$ cat config.mk
export PLATFORM = sky130hd
export DESIGN_NAME = tnoc_flit_fifo
export DESIGN_NICKNAME = d
export VERILOG_FILES = /design/src/rtl/tnoc_pkg.sv /design/src/rtl/tnoc_flit_fifo_ram.sv /design/src/rtl/tnoc_flit_fifo.sv
export SDC_FILE = /design/constraint.sdc
export NUM_CORES = 1
export LEC_CHECK = 0
export ABC_AREA = 0
export BUFFER_PORTS_ARGS = -buffer_cell sky130_fd_sc_hd__buf_2
export CAP_MARGIN = 10
export CORE_MARGIN = 4
export CORE_UTILIZATION = 50
export DETAILED_ROUTE_END_ITERATION = 10
export GPL_TIMING_DRIVEN = 0
export PLACE_DENSITY = 0.76
export SLEW_MARGIN = 15
export SYNTH_ARGS = -nofsm -noshare
export SYNTH_HDL_FRONTEND = slang
export SYNTH_SLANG_ARGS = --single-unit
$ cat constraint.sdc
create_clock -name clk -period 3 [get_ports clk]
set_clock_uncertainty 0.05 [all_clocks]
set_input_delay 0.6 -clock clk [delete_from_list [all_inputs] [get_ports clk]]
set_output_delay 0.6 -clock clk [all_outputs]
set_load 0.005 [all_outputs]
$ cat src/rtl/tnoc_pkg.sv
// Shared NoC definitions: flit width and flit type,
// common to the flit FIFO and the NoC BFM flit interface.
package tnoc_pkg;
  localparam int TNOC_FLIT_WIDTH = 32;
  typedef logic [TNOC_FLIT_WIDTH-1:0] tnoc_flit;
endpackage

$ cat src/rtl/tnoc_flit_fifo_ram.sv
// Flit storage: synchronous write port, asynchronous read port.
// No reset on the array contents.
module tnoc_flit_fifo_ram #(
  parameter int DEPTH      = 4,
  parameter int FLIT_WIDTH = 32,
  localparam int AW        = $clog2(DEPTH)
) (
  input  logic                  clk,
  input  logic                  i_we,
  input  logic [AW-1:0]         i_waddr,
  input  logic [FLIT_WIDTH-1:0] i_wdata,
  input  logic [AW-1:0]         i_raddr,
  output logic [FLIT_WIDTH-1:0] o_rdata
);
  logic [FLIT_WIDTH-1:0] r_mem [DEPTH];

  always_ff @(posedge clk) begin
    if (i_we) r_mem[i_waddr] <= i_wdata;
  end

  assign o_rdata = r_mem[i_raddr];
endmodule

$ cat src/rtl/tnoc_flit_fifo.sv
// Valid/ready flit FIFO with registered o_ready.
// Optional zero-latency bypass: define TNOC_FLIT_FIFO_BYPASS_EN.
module tnoc_flit_fifo
  import tnoc_pkg::*;
#(
  parameter int DEPTH      = 4,
  parameter int FLIT_WIDTH = TNOC_FLIT_WIDTH
) (
  input  logic                     clk,
  input  logic                     rst,
  input  logic                     i_valid,
  output logic                     o_ready,
  input  logic [FLIT_WIDTH-1:0]    i_flit,
  output logic                     o_valid,
  input  logic                     i_ready,
  output logic [FLIT_WIDTH-1:0]    o_flit,
  output logic [$clog2(DEPTH):0]   o_count,
  output logic                     o_empty,
  output logic                     o_full
);
  localparam int AW = $clog2(DEPTH);
  localparam int CW = AW + 1;
  localparam logic [CW-1:0] FULL_CNT = CW'(DEPTH);

  logic [AW-1:0]         r_wptr;
  logic [AW-1:0]         r_rptr;
  logic [CW-1:0]         r_count;
  logic                  r_ready;
  logic                  w_empty;
  logic                  w_full;
  logic                  w_bypass;
  logic                  w_push;
  logic                  w_pop;
  logic                  w_wr;
  logic                  w_rd;
  logic [CW-1:0]         w_cnt_nxt;
  logic [FLIT_WIDTH-1:0] w_rdata;

  assign w_empty = (r_count == '0);
  assign w_full  = (r_count == FULL_CNT);

`ifdef TNOC_FLIT_FIFO_BYPASS_EN
  assign w_bypass = w_empty & i_valid & r_ready;
  assign o_valid  = ~w_empty | w_bypass;
  assign o_flit   = w_bypass ? i_flit : w_rdata;
`else
  assign w_bypass = 1'b0;
  assign o_valid  = ~w_empty;
  assign o_flit   = w_rdata;
`endif

  assign w_push = i_valid & r_ready;
  assign w_pop  = o_valid & i_ready;
  // A bypassed flit that is taken at once never touches storage
  assign w_wr   = w_push & ~(w_bypass & i_ready);
  assign w_rd   = w_pop & ~w_bypass;

  always_comb begin
    w_cnt_nxt = r_count;
    unique case ({w_wr, w_rd})
      2'b10:   w_cnt_nxt = r_count + CW'(1);
      2'b01:   w_cnt_nxt = r_count - CW'(1);
      default: w_cnt_nxt = r_count;
    endcase
  end

  // o_ready is a register so it carries no path from i_ready
  always_ff @(posedge clk or posedge rst) begin
    if (rst) begin
      r_wptr  <= '0;
      r_rptr  <= '0;
      r_count <= '0;
      r_ready <= 1'b0;
    end else begin
      if (w_wr) r_wptr <= r_wptr + AW'(1);
      if (w_rd) r_rptr <= r_rptr + AW'(1);
      r_count <= w_cnt_nxt;
      r_ready <= (w_cnt_nxt != FULL_CNT);
    end
  end

  tnoc_flit_fifo_ram #(
    .DEPTH      (DEPTH),
    .FLIT_WIDTH (FLIT_WIDTH)
  ) u_ram (
    .clk     (clk),
    .i_we    (w_wr),
    .i_waddr (r_wptr),
    .i_wdata (i_flit),
    .i_raddr (r_rptr),
    .o_rdata (w_rdata)
  );

  assign o_ready = r_ready;
  assign o_count = r_count;
  assign o_empty = w_empty;
  assign o_full  = w_full;
endmodule

==> flow_metrics.env <==
export IMPL_status="complete, no violations"
export IMPL_arrival_ps=1970
export IMPL_ys_types=24
export IMPL_clock_path_buffers=2
export IMPL_numCtsBuffers=17
export IMPL_area_growth_pct=25.0
export IMPL_core_area_um2=9860
export IMPL_synth_edff_count=128
export IMPL_gp_congestion=0.694
export IMPL_finalSetupViolCount=0
export IMPL_worst_setup_path_start_kind="flip-flop"
export IMPL_clkTransAtPathRegs_ps=60
export IMPL_synth_top_area_share_pct=74.9
export IMPL_holdWs_ps=256
export IMPL_ys_async_sr_fraction_pct=5.88
export IMPL_grt_first_pass_wirelength_mm=13.6
export IMPL_cts_sinks=136
export IMPL_dpl_cell_area_um2=5770
export IMPL_tritoncts="done"
export IMPL_synthTopCellsByCount="edfxtp_1, mux4_2, dfrtp_1"
export IMPL_via_count=2386
export IMPL_port_buffers=74
export IMPL_p_leak_uw=0.00232
export IMPL_drt_wl_total_mm=8.92
export IMPL_die_x_um=109
export IMPL_hold_path_class="input pin to flip-flop"
export IMPL_drt_pass1_iter_count=4
export IMPL_clkLatencyLatePin_ps=500
export IMPL_cp_end_kind="output pin"
export IMPL_final_nets=352
export IMPL_ys_seq_area_share_pct=78.8
export IMPL_antenna_found_initial=0
export IMPL_vdd_ir_drop_max_mv=0.553
export IMPL_comb_power_share_pct=27.2
export IMPL_grt_max_degree=27
export IMPL_overflow=0
export IMPL_htree_levels=4
export IMPL_drive_gt1_share_pct=46.3
export IMPL_cts_root_buf="clkbuf_8"
export IMPL_synthCells=212
export IMPL_grt_pass1_vias=2470
export IMPL_synth_warnings=0
export IMPL_worstPathRequired_ps=2350
export IMPL_maxCapViolations=0
export IMPL_internal_power_uw=4880
export IMPL_synth_ff_type="edfxtp_1"
export IMPL_num_antenna_cells=0
export IMPL_pwr_share_clk_pct=33.4
export IMPL_pwr_share_seq_pct=39.4
export IMPL_n_fill_cell=662
export IMPL_syn_avg_cell_area_um2=24.2
export IMPL_synth_most_common_cell="edfxtp_1"
export IMPL_p_per_area_nw_per_um2=1030
export IMPL_rsz0062_at_grt="false"
export IMPL_timing_fmax_mhz=381
export IMPL_slew_violations=0
export IMPL_ant_nets=0
export IMPL_ys_ff_latch=136
export IMPL_post_drt_wl_per_cell_um=19.6
export IMPL_grt_usage_pct=16.1
export IMPL_hold_viol=0
export IMPL_switchingPower_uw=1740
export IMPL_vias_per_cell=5.24
export IMPL_layout_min_cycle_time_ps=2620
export IMPL_syn_nets=254
export IMPL_drc=0
export IMPL_finalCritPeriodShare_pct=87.4
export IMPL_die_height_um=109
export IMPL_dp_hpwl_mm=5.60
export IMPL_critical_path_max_fanout=10
export IMPL_drt_iter0_drc=90
export IMPL_design_area_um2=6410
export IMPL_io_pins=75
export IMPL_maxSlewHeadroom_pct=67.4
export IMPL_dieArea_um2=11900
export IMPL_yosys_area_top_type="edfxtp_1"
export IMPL_worst_pin_slew_ps=488
export IMPL_tns_ps=0
export IMPL_critPathKind="flip-flop to output pin"
export IMPL_synth_cell_area_um2=5130
export IMPL_swShare_pct=26.3
export IMPL_initial_core_util_pct=52.0
export IMPL_rows=36
export IMPL_yosys_top_cells_area="edfxtp_1, mux4_2, dfrtp_1"
## per-stage QoR
step	power [µW]	instances	setup WS, ps	utilization (%)
global placement	4370	419	427	57.5
detailed placement	4480	423	652	58.5
global route	6930	455	258	65.0
floorplan	3760	212	862	-
finish	6620	455	378	65.0
CTS	6710	455	313	65.0
## power by group through the flow
stage	Sequential, µW	Combinational (µW)	Clock [µW]
after floorplan	2620	1150	0
after global placement	2640	1740	0
after detailed placement	2640	1840	0
after CTS	2610	1860	2240
after global routing	2640	1970	2320
final	2610	1800	2210
## cell families (layout without fill, tap and decap cells)
family | count (synthesis) | count (layout) | synth area share [%]
fa+ha+maj | 6 | 6 | 1.61
mux | 33 | 33 | 14.6
xor+xnor | 5 | 5 | 0.854
compound gates | 4 | 4 | 0.512
flops | 136 | 136 | 78.8
buf+inv | 15 | 125 | 2.27
simple gates | 13 | 13 | 1.39
## timing repair
action                     4_1_cts  5_1_grt
hold endpoints to repair         8        0
hold buffers                     1        0
resized for setup                0        0
buffers inserted                 0        0
setup endpoints to repair        0        0
## worst max-delay path, stage by stage, from the launching register on
cell      delay (ps)
dfrtp_1          340
clkbuf_1         270
buf_2            350
mux4_2           360
buf_2            140
## final timing paths
path / startpoint / slack, ps / cells past startpoint / endpoint
worst max-delay path: r_rptr[1]$_DFFE_PP0P_ / 380 / 4 / o_flit[29]
worst min-delay path: i_flit[0] / 260 / 1 / u_ram.r_mem[2][0]$_DFFE_PP_
min in group asynchronous: rst / 560 / 3 / r_rptr[0]$_DFFE_PP0P_
max in group asynchronous: rst / 2100 / 3 / r_rptr[1]$_DFFE_PP0P_
worst min register to register: r_wptr[0]$_DFFE_PP0P_ / 520 / 1 / r_wptr[0]$_DFFE_PP0P_
worst max register to register: o_count[0]$_DFF_PP0_ / 860 / 7 / o_count[2]$_DFF_PP0_
## cell usage in the layout (no fill, tap or decap), types with 2 or more instances in the layout
master      count
nand2_1         3
mux4_1          4
and3_2          4
xnor2_1         3
inv_1           7
clkbuf_1        2
o21ai_0         2
bufinv_16       5
xor2_1          2
mux4_2         28
clkinvlp_4      2
edfxtp_1      128
ha_1            5
inv_6           4
clkbuf_16      16
buf_16          2
clkinv_4        2
buf_12          5
buf_2          77
dfrtp_1         8
## sequential cells by signal, indices dropped and copies added, names as in the netlist
register / flops
o_ready: 1
r_wptr: 2
o_count: 3
r_rptr: 2
u_ram.r_mem: 128
## routing by layer
layer	part of all wire (%)	wire [µm]	vias to the layer above	GRT usage, %
met5	0	0	-	0
met4	1.3	120	0	6.86
li1	-	-	1089	-
met2	50	4500	67	25.2
met3	5.8	518	12	4.99
met1	42	3780	1218	21.2
## area by class of cell
type	count	area [µm²]	share of cell area [%]
clock inverters	13	218	3.39
plain buffers	8	90.1	1.40
flip-flops and latches	136	4040	63.1
multi-input cells	61	976	15.2
repair buffers	79	475	7.41
well taps	133	166	2.59
inverters	7	26.3	0.410
clock buffers	18	418	6.52
No activity file was read; power rests on OpenSTA's default activity.
